<file path="src/rtl/relogio_pkg.sv">
// Shared types, field limits and wrap-around arithmetic for the clock
// control sequencer.
package relogio_pkg;

  localparam int H_W = 5;
  localparam int M_W = 6;
  localparam int S_W = 6;

  localparam logic [H_W-1:0] MAX_H = 5'd23;
  localparam logic [M_W-1:0] MAX_M = 6'd59;
  localparam logic [S_W-1:0] MAX_S = 6'd59;

  typedef enum logic [2:0] {
    ST_RUN,
    ST_SET_H,
    ST_SET_M,
    ST_SET_S,
    ST_COMMIT
  } state_e;

  typedef enum logic [1:0] {
    SEL_NONE = 2'd0,
    SEL_H    = 2'd1,
    SEL_M    = 2'd2,
    SEL_S    = 2'd3
  } edit_sel_e;

  typedef struct packed {
    logic [H_W-1:0] h;
    logic [M_W-1:0] m;
    logic [S_W-1:0] s;
  } hms_t;

  // Out-of-range snapshots fold back into range on the first edit.
  function automatic logic [H_W-1:0] step_h(input logic [H_W-1:0] v,
                                            input logic           up);
    if (up) return (v >= MAX_H) ? '0 : v + H_W'(1);
    else    return (v == '0 || v > MAX_H) ? MAX_H : v - H_W'(1);
  endfunction

  function automatic logic [M_W-1:0] step_ms(input logic [M_W-1:0] v,
                                             input logic [M_W-1:0] max_v,
                                             input logic           up);
    if (up) return (v >= max_v) ? '0 : v + M_W'(1);
    else    return (v == '0 || v > max_v) ? max_v : v - M_W'(1);
  endfunction

  function automatic logic is_set(input state_e st);
    return (st == ST_SET_H) || (st == ST_SET_M) || (st == ST_SET_S);
  endfunction

endpackage

</file>
<file path="src/rtl/relogio_ctrl_if.sv">
// Button, time-snapshot and load/display signals between the front-end,
// the control sequencer and the timekeeping counter.
interface relogio_ctrl_if;
  import relogio_pkg::*;

  logic           mode_i;
  logic           inc_i;
  logic           dec_i;
  logic [H_W-1:0] time_h_i;
  logic [M_W-1:0] time_m_i;
  logic [S_W-1:0] time_s_i;

  logic           tick_o;
  logic           load_o;
  logic [H_W-1:0] load_h_o;
  logic [M_W-1:0] load_m_o;
  logic [S_W-1:0] load_s_o;
  logic [1:0]     edit_sel_o;
  logic           blink_o;

  modport master (
    output mode_i, inc_i, dec_i, time_h_i, time_m_i, time_s_i,
    input  tick_o, load_o, load_h_o, load_m_o, load_s_o, edit_sel_o, blink_o
  );

  modport slave (
    input  mode_i, inc_i, dec_i, time_h_i, time_m_i, time_s_i,
    output tick_o, load_o, load_h_o, load_m_o, load_s_o, edit_sel_o, blink_o
  );

endinterface

</file>
<file path="src/rtl/relogio_prescaler.sv">
// Modulo-DIV cycle counter; pulse_o marks the last count while enabled.
// clr_i wins over en_i and parks the count at zero.
module relogio_prescaler #(
  parameter int DIV = 10
) (
  input  logic clk_i,
  input  logic rst_i,
  input  logic en_i,
  input  logic clr_i,
  output logic pulse_o
);

  localparam int           W   = (DIV > 1) ? $clog2(DIV) : 1;
  localparam logic [W-1:0] TOP = W'(DIV - 1);

  logic [W-1:0] cnt_q, cnt_d;
  logic         at_top;

  assign at_top = (cnt_q == TOP);

  // NOTE: default first so every path assigns cnt_d; no latch is inferred.
  always_comb begin
    cnt_d = cnt_q;
    if (clr_i) begin
      cnt_d = '0;
    end else if (en_i) begin
      cnt_d = at_top ? '0 : cnt_q + W'(1);
    end
  end

  // NOTE: non-blocking so every flop samples pre-edge values together.
  always_ff @(posedge clk_i or posedge rst_i) begin
    if (rst_i) cnt_q <= '0;
    else       cnt_q <= cnt_d;
  end

  assign pulse_o = en_i & at_top;

endmodule

</file>
<file path="src/rtl/relogio_ctrl.sv">
// Clock control: 1 Hz advance enable in RUN, and a button-driven
// hours/minutes/seconds edit sequence committed with one load strobe.
module relogio_ctrl
  import relogio_pkg::*;
#(
  parameter int CLK_HZ   = 100_000_000,
  parameter int BLINK_HZ = 2
) (
  input logic           clk_i,
  input logic           rst_i,
  relogio_ctrl_if.slave bus
);

  localparam int BLINK_DIV = CLK_HZ / (2 * BLINK_HZ);

  state_e    state_q, state_d;
  hms_t      shadow_q, shadow_d;
  logic      blink_q, blink_d;
  logic      step_en;
  logic      tick_pulse;
  logic      blink_pulse;
  logic      tick_en, tick_clr;
  logic      blink_en, blink_clr;
  edit_sel_e edit_sel;

  // Simultaneous inc and dec cancel out.
  assign step_en = bus.inc_i ^ bus.dec_i;

  always_comb begin
    state_d  = state_q;
    shadow_d = shadow_q;
    unique case (state_q)
      ST_RUN: begin
        if (bus.mode_i) begin
          state_d    = ST_SET_H;
          shadow_d.h = bus.time_h_i;
          shadow_d.m = bus.time_m_i;
          shadow_d.s = bus.time_s_i;
        end
      end
      ST_SET_H: begin
        if (bus.mode_i)   state_d    = ST_SET_M;
        else if (step_en) shadow_d.h = step_h(shadow_q.h, bus.inc_i);
      end
      ST_SET_M: begin
        if (bus.mode_i)   state_d    = ST_SET_S;
        else if (step_en) shadow_d.m = step_ms(shadow_q.m, MAX_M, bus.inc_i);
      end
      ST_SET_S: begin
        if (bus.mode_i)   state_d    = ST_COMMIT;
        else if (step_en) shadow_d.s = step_ms(shadow_q.s, MAX_S, bus.inc_i);
      end
      ST_COMMIT: state_d = ST_RUN;
      default:   state_d = ST_RUN;
    endcase

    // Blink phase opens high on entry and runs across all three edit fields.
    blink_d = blink_q;
    if (!is_set(state_d))      blink_d = 1'b0;
    else if (!is_set(state_q)) blink_d = 1'b1;
    else if (blink_pulse)      blink_d = ~blink_q;
  end

  always_ff @(posedge clk_i or posedge rst_i) begin
    if (rst_i) begin
      state_q  <= ST_RUN;
      shadow_q <= '0;
      blink_q  <= 1'b0;
    end else begin
      state_q  <= state_d;
      shadow_q <= shadow_d;
      blink_q  <= blink_d;
    end
  end

  // Enables come from registered state so outputs never see the buttons
  // combinationally; clears look ahead so counts sit at zero while idle.
  assign tick_en   = (state_q == ST_RUN);
  assign tick_clr  = (state_d != ST_RUN);
  assign blink_en  = is_set(state_q);
  assign blink_clr = !is_set(state_d);

  relogio_prescaler #(.DIV(CLK_HZ)) u_tick (
    .clk_i   (clk_i),
    .rst_i   (rst_i),
    .en_i    (tick_en),
    .clr_i   (tick_clr),
    .pulse_o (tick_pulse)
  );

  relogio_prescaler #(.DIV(BLINK_DIV)) u_blink (
    .clk_i   (clk_i),
    .rst_i   (rst_i),
    .en_i    (blink_en),
    .clr_i   (blink_clr),
    .pulse_o (blink_pulse)
  );

  always_comb begin
    edit_sel = SEL_NONE;
    unique case (state_q)
      ST_SET_H: edit_sel = SEL_H;
      ST_SET_M: edit_sel = SEL_M;
      ST_SET_S: edit_sel = SEL_S;
      default:  edit_sel = SEL_NONE;
    endcase
  end

  assign bus.tick_o     = tick_pulse;
  assign bus.load_o     = (state_q == ST_COMMIT);
  assign bus.load_h_o   = shadow_q.h;
  assign bus.load_m_o   = shadow_q.m;
  assign bus.load_s_o   = shadow_q.s;
  assign bus.edit_sel_o = edit_sel;
  assign bus.blink_o    = blink_q;

endmodule

</file>
<file path="src/flat_wrapper.sv">
// flat-port wrapper written by rule: the top's interface ports become plain ports
module relogio_ctrl_flat import relogio_pkg::*;
#(
  parameter int CLK_HZ   = 100_000_000,
  parameter int BLINK_HZ = 2
)
  (clk_i, rst_i, bus_mode_i, bus_inc_i, bus_dec_i, bus_time_h_i, bus_time_m_i, bus_time_s_i, bus_tick_o, bus_load_o, bus_load_h_o, bus_load_m_o, bus_load_s_o, bus_edit_sel_o, bus_blink_o);
  relogio_ctrl_if bus_i ();
  input logic clk_i;
  input logic rst_i;
  input wire logic [$bits(bus_i.mode_i)-1:0] bus_mode_i;
  input wire logic [$bits(bus_i.inc_i)-1:0] bus_inc_i;
  input wire logic [$bits(bus_i.dec_i)-1:0] bus_dec_i;
  input wire logic [$bits(bus_i.time_h_i)-1:0] bus_time_h_i;
  input wire logic [$bits(bus_i.time_m_i)-1:0] bus_time_m_i;
  input wire logic [$bits(bus_i.time_s_i)-1:0] bus_time_s_i;
  output wire logic [$bits(bus_i.tick_o)-1:0] bus_tick_o;
  output wire logic [$bits(bus_i.load_o)-1:0] bus_load_o;
  output wire logic [$bits(bus_i.load_h_o)-1:0] bus_load_h_o;
  output wire logic [$bits(bus_i.load_m_o)-1:0] bus_load_m_o;
  output wire logic [$bits(bus_i.load_s_o)-1:0] bus_load_s_o;
  output wire logic [$bits(bus_i.edit_sel_o)-1:0] bus_edit_sel_o;
  output wire logic [$bits(bus_i.blink_o)-1:0] bus_blink_o;
  assign bus_i.mode_i = bus_mode_i;
  assign bus_i.inc_i = bus_inc_i;
  assign bus_i.dec_i = bus_dec_i;
  assign bus_i.time_h_i = bus_time_h_i;
  assign bus_i.time_m_i = bus_time_m_i;
  assign bus_i.time_s_i = bus_time_s_i;
  assign bus_tick_o = bus_i.tick_o;
  assign bus_load_o = bus_i.load_o;
  assign bus_load_h_o = bus_i.load_h_o;
  assign bus_load_m_o = bus_i.load_m_o;
  assign bus_load_s_o = bus_i.load_s_o;
  assign bus_edit_sel_o = bus_i.edit_sel_o;
  assign bus_blink_o = bus_i.blink_o;
  relogio_ctrl #(.CLK_HZ(CLK_HZ), .BLINK_HZ(BLINK_HZ)) u_core (.clk_i(clk_i), .rst_i(rst_i), .bus(bus_i));
endmodule
</file>
<file path="config.mk">
export PLATFORM = sky130hd
export DESIGN_NAME = relogio_ctrl_flat
export DESIGN_NICKNAME = d
export VERILOG_FILES = /design/src/rtl/relogio_pkg.sv /design/src/rtl/relogio_ctrl_if.sv /design/src/rtl/relogio_prescaler.sv /design/src/rtl/relogio_ctrl.sv /design/src/flat_wrapper.sv
export SDC_FILE = /design/constraint.sdc
export NUM_CORES = 1
export LEC_CHECK = 0
export CAP_MARGIN = 20
export CORE_ASPECT_RATIO = 0.8
export CORE_MARGIN = 5
export CORE_UTILIZATION = 55
export DETAILED_ROUTE_END_ITERATION = 6
export PLACE_DENSITY = 0.87
export REMOVE_ABC_BUFFERS = 1
export SLEW_MARGIN = 5
export SYNTH_ARGS = -nofsm -noshare
export SYNTH_HDL_FRONTEND = slang
export SYNTH_SLANG_ARGS = --single-unit
export TNS_END_PERCENT = 5
</file>
<file path="constraint.sdc">
create_clock -name clk_i -period 2.6 [get_ports clk_i]
set_input_delay 0.52 -clock clk_i [delete_from_list [all_inputs] [get_ports clk_i]]
set_output_delay 0.52 -clock clk_i [all_outputs]
set_load 0.1 [all_outputs]
</file>
==> impl_metrics.env, run 1 <==
export IMPL_num_vias=4806
export IMPL_routedWlPerCell_um=16.74
export IMPL_cts_tree="done"
export IMPL_crit_arrival_ns=2.09
export IMPL_grt_pass1_wl_um=21160
export IMPL_nets=669
export IMPL_post_drt_via_cell_ratio=6.391
export IMPL_crit_path_end_kind="primary output"
export IMPL_core_area_um2=8596
export IMPL_final_layout_size_suffix_gt1_share_pct=13.44
export IMPL_rsz0062_at_grt="yes"
export IMPL_post_route_period_util_pct=100.5
export IMPL_fillCellCount=704
export IMPL_hold_violations=0
export IMPL_multiInputGateArea_um2=2875
export IMPL_powerDensity_nw_per_um2=1055
export IMPL_cp_max_fo=3
export IMPL_cpPeakStageDelay_ns=0.41
export IMPL_num_io_pins=44
export IMPL_grt_max_degree=40
export IMPL_post_route_min_period_ns=2.612
export IMPL_cts_hold_fix_buffers=0
export IMPL_firstDrtPassIters=5
export IMPL_clk_path_buf_depth=2
export IMPL_rows=30
export IMPL_ys_types=70
export IMPL_required_ns=2.08
export IMPL_synth_most_common_cell="dfrtp_1"
export IMPL_finalSetupViolations=1
export IMPL_synth_common_cells="dfrtp_1 (73), nand2_1 (54), nor2_1 (49), a21oi_1 (40), o21ai_0 (39)"
export IMPL_ff_latch_area_um2=1828
export IMPL_grt_antenna_before_repair=0
export IMPL_htree_levels=3
export IMPL_synth_top_area_share_pct=37.35
export IMPL_gp_congestion=0.9096
export IMPL_final_max_slew_viol_count=0
export IMPL_initial_core_util_pct=56.90
export IMPL_clock_sinks=73
export IMPL_peakVddDrop_mv=1.191
export IMPL_synth_edf_count=0
export IMPL_utilization_pct=66.90
export IMPL_drtAntennaViolNets=0
export IMPL_fin_skew_ns=0.009296
export IMPL_cts_reportedPaths_clkPinSlew_ns=0.07
export IMPL_setup_tns_ns=-0.01195
export IMPL_holdWs_ns=0.5066
export IMPL_async_reset_ff_share_pct=100.0
export IMPL_worst_path_buf_inv=2
export IMPL_dp_slack_ns=0.1215
export IMPL_maxCapViolCount=0
export IMPL_yosysWarnings=0
export IMPL_wl_um=12590
export IMPL_cp_start_kind="flip-flop"
export IMPL_design_die_area_um2=10890
export IMPL_dp_cells=726
export IMPL_worstMarginPinSlew_ns=0.7256
export IMPL_die_y_um=94.35
export IMPL_synth_area_top_cells="dfrtp_1 (37%), nand2_1 (4.1%), a21oi_1 (4.1%)"
export IMPL_diodes=0
export IMPL_area_delta_synth_final_pct=17.57
export IMPL_synthCells=589
export IMPL_hold_path_class="reg2reg"
export IMPL_port_buffers=43
export IMPL_fin_cells=752
export IMPL_remaining_drc_errors=0
export IMPL_clock_fmax_mhz=382.9
export IMPL_slew_headroom_pct=51.22
export IMPL_synth_area_um2=4891
export IMPL_cp_top_family="simple AND/OR/NAND/NOR gates"
export IMPL_die_x_um=115.4
export IMPL_clock_root_buffer="clkbuf_8"
export IMPL_hpwl_um=8815
export IMPL_p_leak_nw=2.334
export IMPL_numCtsBuffers=9
export IMPL_violations="negative setup slack"
export IMPL_crit_type="reg2out"
export IMPL_synth_largest_area_cell="dfrtp_1"
export IMPL_synth_seq_cells=73
export IMPL_yosysSeqAreaShare_pct=37.35
export IMPL_first_global_vias=4619
export IMPL_setup_ws_ns=-0.01195
export IMPL_crit_top_cell="or3_4"
export IMPL_insertion_delay_ns=0.36
export IMPL_drt_iter0_drc=372
export IMPL_synth_area_per_cell_um2=8.304
export IMPL_grt_usage_pct=23.85
export IMPL_synthFlopType="dfrtp_1"
export IMPL_status="finished, violations left"
export IMPL_cp_cell_sequence="ha_4 > nand2_2 > or3_4 > or3_4 > nor3_4 > buf_6 > buf_12"
export IMPL_overflow=0
export IMPL_cp_slowest_cell="dfrtp_1"
==> timing repair <==
action | 4_1_cts | 5_1_grt
setup buffers | 9 | 3
gates cloned | 0 | 0
pin swaps | 2 | 3
gates resized for setup | 7 | 4
setup endpoints to repair | 1 | 1
==> layer usage <==
metal  vias up  track usage (%)  share of wire [%]
met5         -                0                  0
met4         0            8.504                1.8
met3        25            5.573                5.5
met2       168            39.60                 49
met1      2333            30.54                 43
li1       2280                -                  -
==> cells in the final DEF, fill, tap and decap left out, types with 9 or more instances in the layout <==
cell	n
nand3_1	35
clkdlybuf4s50_1	21
o211ai_1	9
dfrtp_1	72
nand2_1	53
xnor2_1	11
a21oi_1	40
nand2b_1	11
nor3_1	19
xor2_1	13
nor2_1	49
ha_1	9
clkbuf_8	11
inv_1	18
a31oi_1	26
nand4_1	19
and3_1	10
o21ai_0	39
buf_4	41
==> layout make-up <==
class	instances	share of cell area, %
multi-input combinational	463	50.00
inverter	20	1.305
tap	112	2.437
sequential	73	31.79
clock buffer	14	2.829
timing repair buffer	70	11.64
==> kinds of logic after synthesis <==
logic type                 Yosys count  synth area share [%]
and+or+nand+nor                    256                 28.06
AOI/OAI and AO/OA                  169                 22.00
DFF                                 73                 37.35
buffers and inverters               53                 4.860
xor gates and xnor gates            24                 4.298
adders and majority gates           10                 2.558
muxes                                4                0.8698
==> sequential cells by signal, summed over array words and instances (netlist names) <==
name                  flops
u_core.bus.blink_o        1
u_core.bus.load_h_o       5
u_core.bus.load_m_o       6
u_core.bus.load_s_o       6
u_core.state_q            3
u_core.u_blink.cnt_q     25
u_core.u_tick.cnt_q      27
==> report_power, final <==
part | internal (W) | switching [W]
logic | 0.00107 | 0.00242
registers | 0.00133 | 0.000452
clock network | 0.000390 | 0.000401
total | 0.00279 | 0.00327
==> worst paths after layout <==
check / start / endpoint / slack [ns] / depth (start not counted)
min in group asynchronous: rst_i / u_core.u_tick.cnt_q[11] / 0.52 / 2
max in group asynchronous: rst_i / u_core.bus.load_m_o[5] / 1.53 / 3
worst min register to register: u_core.u_tick.cnt_q[21] / u_core.u_tick.cnt_q[21] / 0.51 / 1
worst max register to register: u_core.u_tick.cnt_q[1] / u_core.u_tick.cnt_q[8] / 0.38 / 8
worst min-delay path: u_core.u_tick.cnt_q[21] / u_core.u_tick.cnt_q[21] / 0.51 / 1
worst max-delay path: u_core.u_tick.cnt_q[1] / bus_tick_o / -0.01 / 7
==> through the flow <==
step	power [W]	area (um2)
after floorplan	0.004244	4728
after global placement	0.005086	5444
after detailed placement	0.005230	5444
after CTS	0.006042	5712
after global routing	0.006431	5751
final	0.006067	5751
==> worst reg2reg max path: stages (launching register included) <==
cell	delay (ns)
dfrtp_1	0.41
ha_4	0.16
nand2_2	0.06
or3_4	0.34
or3_4	0.35
buf_4	0.15
a21oi_2	0.36
buf_4	0.23
nor2_1	0.05
Power figures use the tool's default switching activity.
==> run 2: changes to the inputs <==
- CELL_PAD_IN_SITES_DETAIL_PLACEMENT: default -> 1
- CELL_PAD_IN_SITES_GLOBAL_PLACEMENT: default -> 2
- CORE_UTILIZATION: 55 -> 36
- CTS_BUF_LIST: default -> sky130_fd_sc_hd__clkbuf_2 sky130_fd_sc_hd__clkbuf_4 sky130_fd_sc_hd__clkbuf_8
- PLACE_DENSITY: 0.87 -> 0.92
- SKIP_CTS_REPAIR_TIMING: default -> 1
==> impl_metrics.env, run 2 (synthesis gave the netlist of run 1 again) <==
export IMPL_status="finished, violations left"
export IMPL_violations="negative setup slack"
export IMPL_htree_levels=3
export IMPL_powerDensity_nw_per_um2=1062
export IMPL_design_die_area_um2=16030
export IMPL_numCtsBuffers=9
export IMPL_grt_antenna_before_repair=0
export IMPL_grt_pass1_wl_um=24540
export IMPL_fillCellCount=1611
export IMPL_core_area_um2=13460
export IMPL_cp_top_family="simple AND/OR/NAND/NOR gates"
export IMPL_cpPeakStageDelay_ns=0.43
export IMPL_remaining_drc_errors=0
export IMPL_wl_um=14520
export IMPL_setup_ws_ns=-0.05801
export IMPL_num_io_pins=44
export IMPL_combPwrFrac_pct=57.1
export IMPL_routedWlPerCell_um=17.68
export IMPL_p_switching_w=0.003366
export IMPL_multiInputGateArea_um2=2869
export IMPL_cp_cell_sequence="ha_4 > nand2_2 > or3_4 > or3_4 > nor3_2 > buf_4 > buf_12"
export IMPL_drt_iter0_drc=217
export IMPL_netSwitchingFraction_pct=54.34
export IMPL_required_ns=2.08
export IMPL_hold_path_class="in2async"
export IMPL_r2r_start="u_core.u_blink.cnt_q[0]"
export IMPL_first_global_vias=4806
export IMPL_overflow=0
export IMPL_top_regs="u_core.u_tick.cnt_q: 27 flops, u_core.u_blink.cnt_q: 25 flops"
export IMPL_port_buffers=43
export IMPL_area_delta_synth_final_pct=19.29
export IMPL_crit_path_end_kind="primary output"
export IMPL_startpoint="u_core.u_tick.cnt_q[1]"
export IMPL_die_x_um=140.3
export IMPL_largest_reg_flops=27
export IMPL_fin_cells=821
export IMPL_rsz0062_at_grt="yes"
export IMPL_cp_start_kind="flip-flop"
export IMPL_crit_arrival_ns=2.14
export IMPL_final_common_cell="dfrtp_1"
export IMPL_initial_core_util_pct=36.35
export IMPL_grt_usage_pct=18.65
export IMPL_fin_skew_ns=0.008503
export IMPL_seqPwrFrac_pct=29.1
export IMPL_maxCapViolCount=0
export IMPL_slew_headroom_pct=45.58
export IMPL_cp_max_fo=4
export IMPL_crit_top_cell="or3_4"
export IMPL_cts_tree="done"
export IMPL_grt_max_degree=46
export IMPL_post_route_min_period_ns=2.658
export IMPL_dp_cells=799
export IMPL_post_drt_via_cell_ratio=5.805
export IMPL_diodes=0
export IMPL_final_layout_size_suffix_gt1_share_pct=14.20
export IMPL_cp_slowest_cell="dfrtp_1"
export IMPL_final_max_slew_viol_count=0
export IMPL_mostFrequentLayoutCells="dfrtp_1 (72), nand2_1 (53), nor2_1 (49)"
export IMPL_gp_congestion=0.8279
export IMPL_p_int_w=0.002828
export IMPL_post_route_period_util_pct=102.2
export IMPL_peakVddDrop_mv=1.189
export IMPL_hold_violations=0
export IMPL_dp_slack_ns=0.1198
export IMPL_hpwl_um=10370
export IMPL_worst_path_buf_inv=2
export IMPL_clk_path_buf_depth=2
export IMPL_firstDrtPassIters=4
export IMPL_p_leak_nw=2.345
export IMPL_insertion_delay_ns=0.37
export IMPL_crit_type="reg2out"
export IMPL_cts_reportedPaths_clkPinSlew_ns=0.08
export IMPL_clock_sinks=73
export IMPL_worstMarginPinSlew_ns=0.8096
export IMPL_clock_root_buffer="clkbuf_8"
export IMPL_num_vias=4766
export IMPL_rows=38
export IMPL_clock_fmax_mhz=376.2
export IMPL_ff_latch_area_um2=1828
export IMPL_die_y_um=114.3
export IMPL_power_share_clock_pct=13.7
export IMPL_top_register="u_core.u_tick.cnt_q"
export IMPL_drtAntennaViolNets=0
export IMPL_nets=669
export IMPL_finalSetupViolations=1
-- run 2: path summary, 6_finish.rpt --
check                                                end  slack (ns)  cells past startpoint
max in group asynchronous        u_core.u_tick.cnt_q[13]        1.52                      3
worst max register to register  u_core.u_blink.cnt_q[20]        0.33                      6
min in group clk_i               u_core.u_tick.cnt_q[21]        0.52                      1
worst min register to register   u_core.u_tick.cnt_q[21]        0.52                      1
worst min-delay path                  u_core.bus.blink_o        0.50                      2
worst max-delay path                          bus_tick_o       -0.06                      7
-- run 2: layout make-up --
class / count / share of cell area, %
flip-flops and latches: 73 / 31.33
multi-input cells: 463 / 49.17
well taps: 180 / 3.860
inverters: 20 / 1.351
clock buffers: 12 / 2.831
repair buffers: 70 / 11.19
clock inverters: 3 / 0.2573
-- run 2: metal layers --
metal | share of wire [%] | track usage [%]
met1 | 47 | 24.62
met2 | 48 | 31.12
met3 | 3.3 | 4.468
met4 | 1.3 | 4.454
met5 | 0 | 0
-- run 2: power by group through the flow --
stage                     sequential, W  clock (W)  combinational (W)
after floorplan                 0.00269          0            0.00155
after global placement          0.00179          0            0.00342
after detailed placement        0.00181          0            0.00352
after CTS                       0.00180   0.000892            0.00354
after global routing            0.00186   0.000949            0.00383
final                           0.00181   0.000850            0.00354
-- run 2: metrics by stage --
stage / utilization, % / hold slack, ns / cell area [um2] / power [W] / TNS, ns
after floorplan: - / 0.4538 / 4728 / 0.004244 / -7.005
after global placement: 41.28 / 0.4765 / 5554 / 0.005210 / 0
after detailed placement: 41.28 / 0.5084 / 5554 / 0.005335 / 0
after CTS: 42.62 / 0.5012 / 5734 / 0.006227 / -0.2956
after global routing: 43.36 / 0.5091 / 5834 / 0.006644 / -0.1657
final: 43.36 / 0.4992 / 5834 / 0.006195 / -0.05801
-- run 2: worst reg2reg max path: cells and delay by family, from the launching register on --
family | cells | cell delay [ns]
flops | 1 | 0.44
simple gates | 3 | 1.10
compound gates | 2 | 0.38
fa+ha+maj | 1 | 0.25
==> run 3: changes to the inputs <==
- CORE_MARGIN: 5 -> 2
- CTS_CLUSTER_DIAMETER: default -> 200
==> impl_metrics.env, run 3 (synthesis gave the netlist of run 1 again) <==
export IMPL_status="finished, violations left"
export IMPL_violations="negative setup slack"
export IMPL_first_global_vias=4783
export IMPL_firstDrtPassIters=4
export IMPL_cp_slowest_cell="dfrtp_1"
export IMPL_worstReg2RegEnd="u_core.bus.load_m_o[5]"
export IMPL_nets=665
export IMPL_clk_path_buf_depth=2
export IMPL_worstMarginPinSlew_ns=0.6570
export IMPL_combPwrFrac_pct=57.8
export IMPL_remaining_drc_errors=0
export IMPL_routedWlPerCell_um=17.67
export IMPL_num_io_pins=44
export IMPL_crit_arrival_ns=2.23
export IMPL_num_vias=4724
export IMPL_largest_reg_flops=27
export IMPL_crit_end="bus_tick_o"
export IMPL_cpPeakStageDelay_ns=0.44
export IMPL_post_route_min_period_ns=2.753
export IMPL_reg2reg_setup_slack_ns=0.33
export IMPL_cp_start_kind="flip-flop"
export IMPL_initial_core_util_pct=36.48
export IMPL_die_y_um=108.3
export IMPL_crit_path_end_kind="primary output"
export IMPL_hpwl_um=10360
export IMPL_placed_cell_area_um2=5559
export IMPL_cp_cell_sequence="ha_4 > nand2_2 > or3_4 > or3_4 > nor3_4 > buf_6 > buf_12"
export IMPL_top_register="u_core.u_tick.cnt_q"
export IMPL_core_area_um2=13410
export IMPL_power_share_clock_pct=13.6
export IMPL_final_layout_size_suffix_gt1_share_pct=13.50
export IMPL_htree_levels=3
export IMPL_design_die_area_um2=14540
export IMPL_diodes=0
export IMPL_drtAntennaViolNets=0
export IMPL_hold_path_class="reg2reg"
export IMPL_final_common_cell="dfrtp_1"
export IMPL_grt_max_degree=46
export IMPL_cp_max_fo=4
export IMPL_rows=38
export IMPL_die_x_um=134.3
export IMPL_setup_ws_ns=-0.1533
export IMPL_utilization_pct=43.37
export IMPL_final_max_slew_viol_count=0
export IMPL_required_ns=2.08
export IMPL_cts_tree="done"
export IMPL_rsz0062_at_grt="yes"
export IMPL_hold_violations=0
export IMPL_insertion_delay_ns=0.36
export IMPL_cp_top_family="simple AND/OR/NAND/NOR gates"
export IMPL_grt_usage_pct=20.48
export IMPL_dp_slack_ns=0.07644
export IMPL_dp_cells=798
export IMPL_powerDensity_nw_per_um2=1064
export IMPL_cts_reportedPaths_clkPinSlew_ns=0.08
export IMPL_p_switching_w=0.003355
export IMPL_finalSetupViolations=1
export IMPL_clock_root_buffer="clkbuf_8"
export IMPL_port_buffers=43
export IMPL_fin_skew_ns=0.01252
export IMPL_numCtsBuffers=9
export IMPL_top_regs="u_core.u_tick.cnt_q: 27 flops, u_core.u_blink.cnt_q: 25 flops"
export IMPL_maxCapViolCount=0
export IMPL_r2r_start="u_core.bus.load_m_o[0]"
export IMPL_r2r_cells=7
export IMPL_netSwitchingFraction_pct=54.25
export IMPL_grt_pass1_wl_um=24150
export IMPL_drt_iter0_drc=306
export IMPL_clock_sinks=73
export IMPL_area_delta_synth_final_pct=18.91
export IMPL_fin_cells=817
export IMPL_post_route_period_util_pct=105.9
export IMPL_crit_top_cell="or3_4"
export IMPL_crit_type="reg2out"
export IMPL_post_drt_via_cell_ratio=5.782
export IMPL_p_leak_nw=2.323
export IMPL_slew_headroom_pct=56.20
export IMPL_seqPwrFrac_pct=28.5
export IMPL_p_int_w=0.002830
export IMPL_grt_antenna_before_repair=0
export IMPL_peakVddDrop_mv=1.135
export IMPL_clock_fmax_mhz=363.2
export IMPL_wl_um=14430
export IMPL_overflow=0
export IMPL_design_area_um2=5816
export IMPL_gp_congestion=0.8052
export IMPL_worst_path_buf_inv=2
export IMPL_mostFrequentLayoutCells="dfrtp_1 (71), nand2_1 (53), nor2_1 (49)"
export IMPL_path_depth=7
export IMPL_startpoint="u_core.u_tick.cnt_q[1]"
-- run 3: through the flow --
step / total power [W] / setup TNS (ns) / hold WS [ns]
after global placement: 0.005187 / 0 / 0.4706
after detailed placement: 0.005313 / 0 / 0.4924
after CTS: 0.006170 / -0.4094 / 0.5048
final: 0.006185 / -0.1533 / 0.5028
after floorplan: 0.004244 / -7.005 / 0.4538
after global routing: 0.006585 / -0.2326 / 0.5375
-- run 3: metal layers --
layer | wire, um | GRT usage, % | share of wire [%] | vias up
met3 | 431 | 3.657 | 3.0 | 11
li1 | - | - | - | 2270
met1 | 6710 | 27.02 | 46 | 2370
met4 | 138 | 5.188 | 0.96 | 0
met2 | 7153 | 34.99 | 50 | 73
met5 | 0 | 0 | 0 | -
-- run 3: power by group through the flow --
stage,combinational [W],sequential (W),clock [W]
global route,0.00385,0.00181,0.000924
global placement,0.00344,0.00175,0
detailed placement,0.00354,0.00178,0
CTS,0.00354,0.00176,0.000869
finish,0.00358,0.00177,0.000843
floorplan,0.00155,0.00269,0
-- run 3: how the worst min path moves through the flow --
| stage | startpoint | to | slack (ns) | cells past startpoint |
|---|---|---|---|---|
| 2_1_floorplan | u_core.u_tick.cnt_q[21] | u_core.u_tick.cnt_q[21] | 0.45 | 1 |
| 3_3_place_gp | u_core.u_tick.cnt_q[21] | u_core.u_tick.cnt_q[21] | 0.47 | 1 |
| 3_5_place_dp | u_core.u_tick.cnt_q[21] | u_core.u_tick.cnt_q[21] | 0.49 | 1 |
| 4_1_cts | u_core.u_tick.cnt_q[21] | u_core.u_tick.cnt_q[21] | 0.50 | 1 |
| 5_1_grt | rst_i | u_core.u_blink.cnt_q[12] | 0.54 | 2 |
| 6_report | u_core.u_tick.cnt_q[21] | u_core.u_tick.cnt_q[21] | 0.50 | 1 |
-- run 3: cell type report --
type                            instances  area (um2)
Inverter                               20       78.83
Multi-Input combinational cell        463        2863
Fill cell                            1629        7592
Timing Repair Buffer                   66       639.4
Clock inverter                          3       15.01
Tap cell                              180       225.2
Sequential cell                        73        1829
Clock buffer                           12       165.2
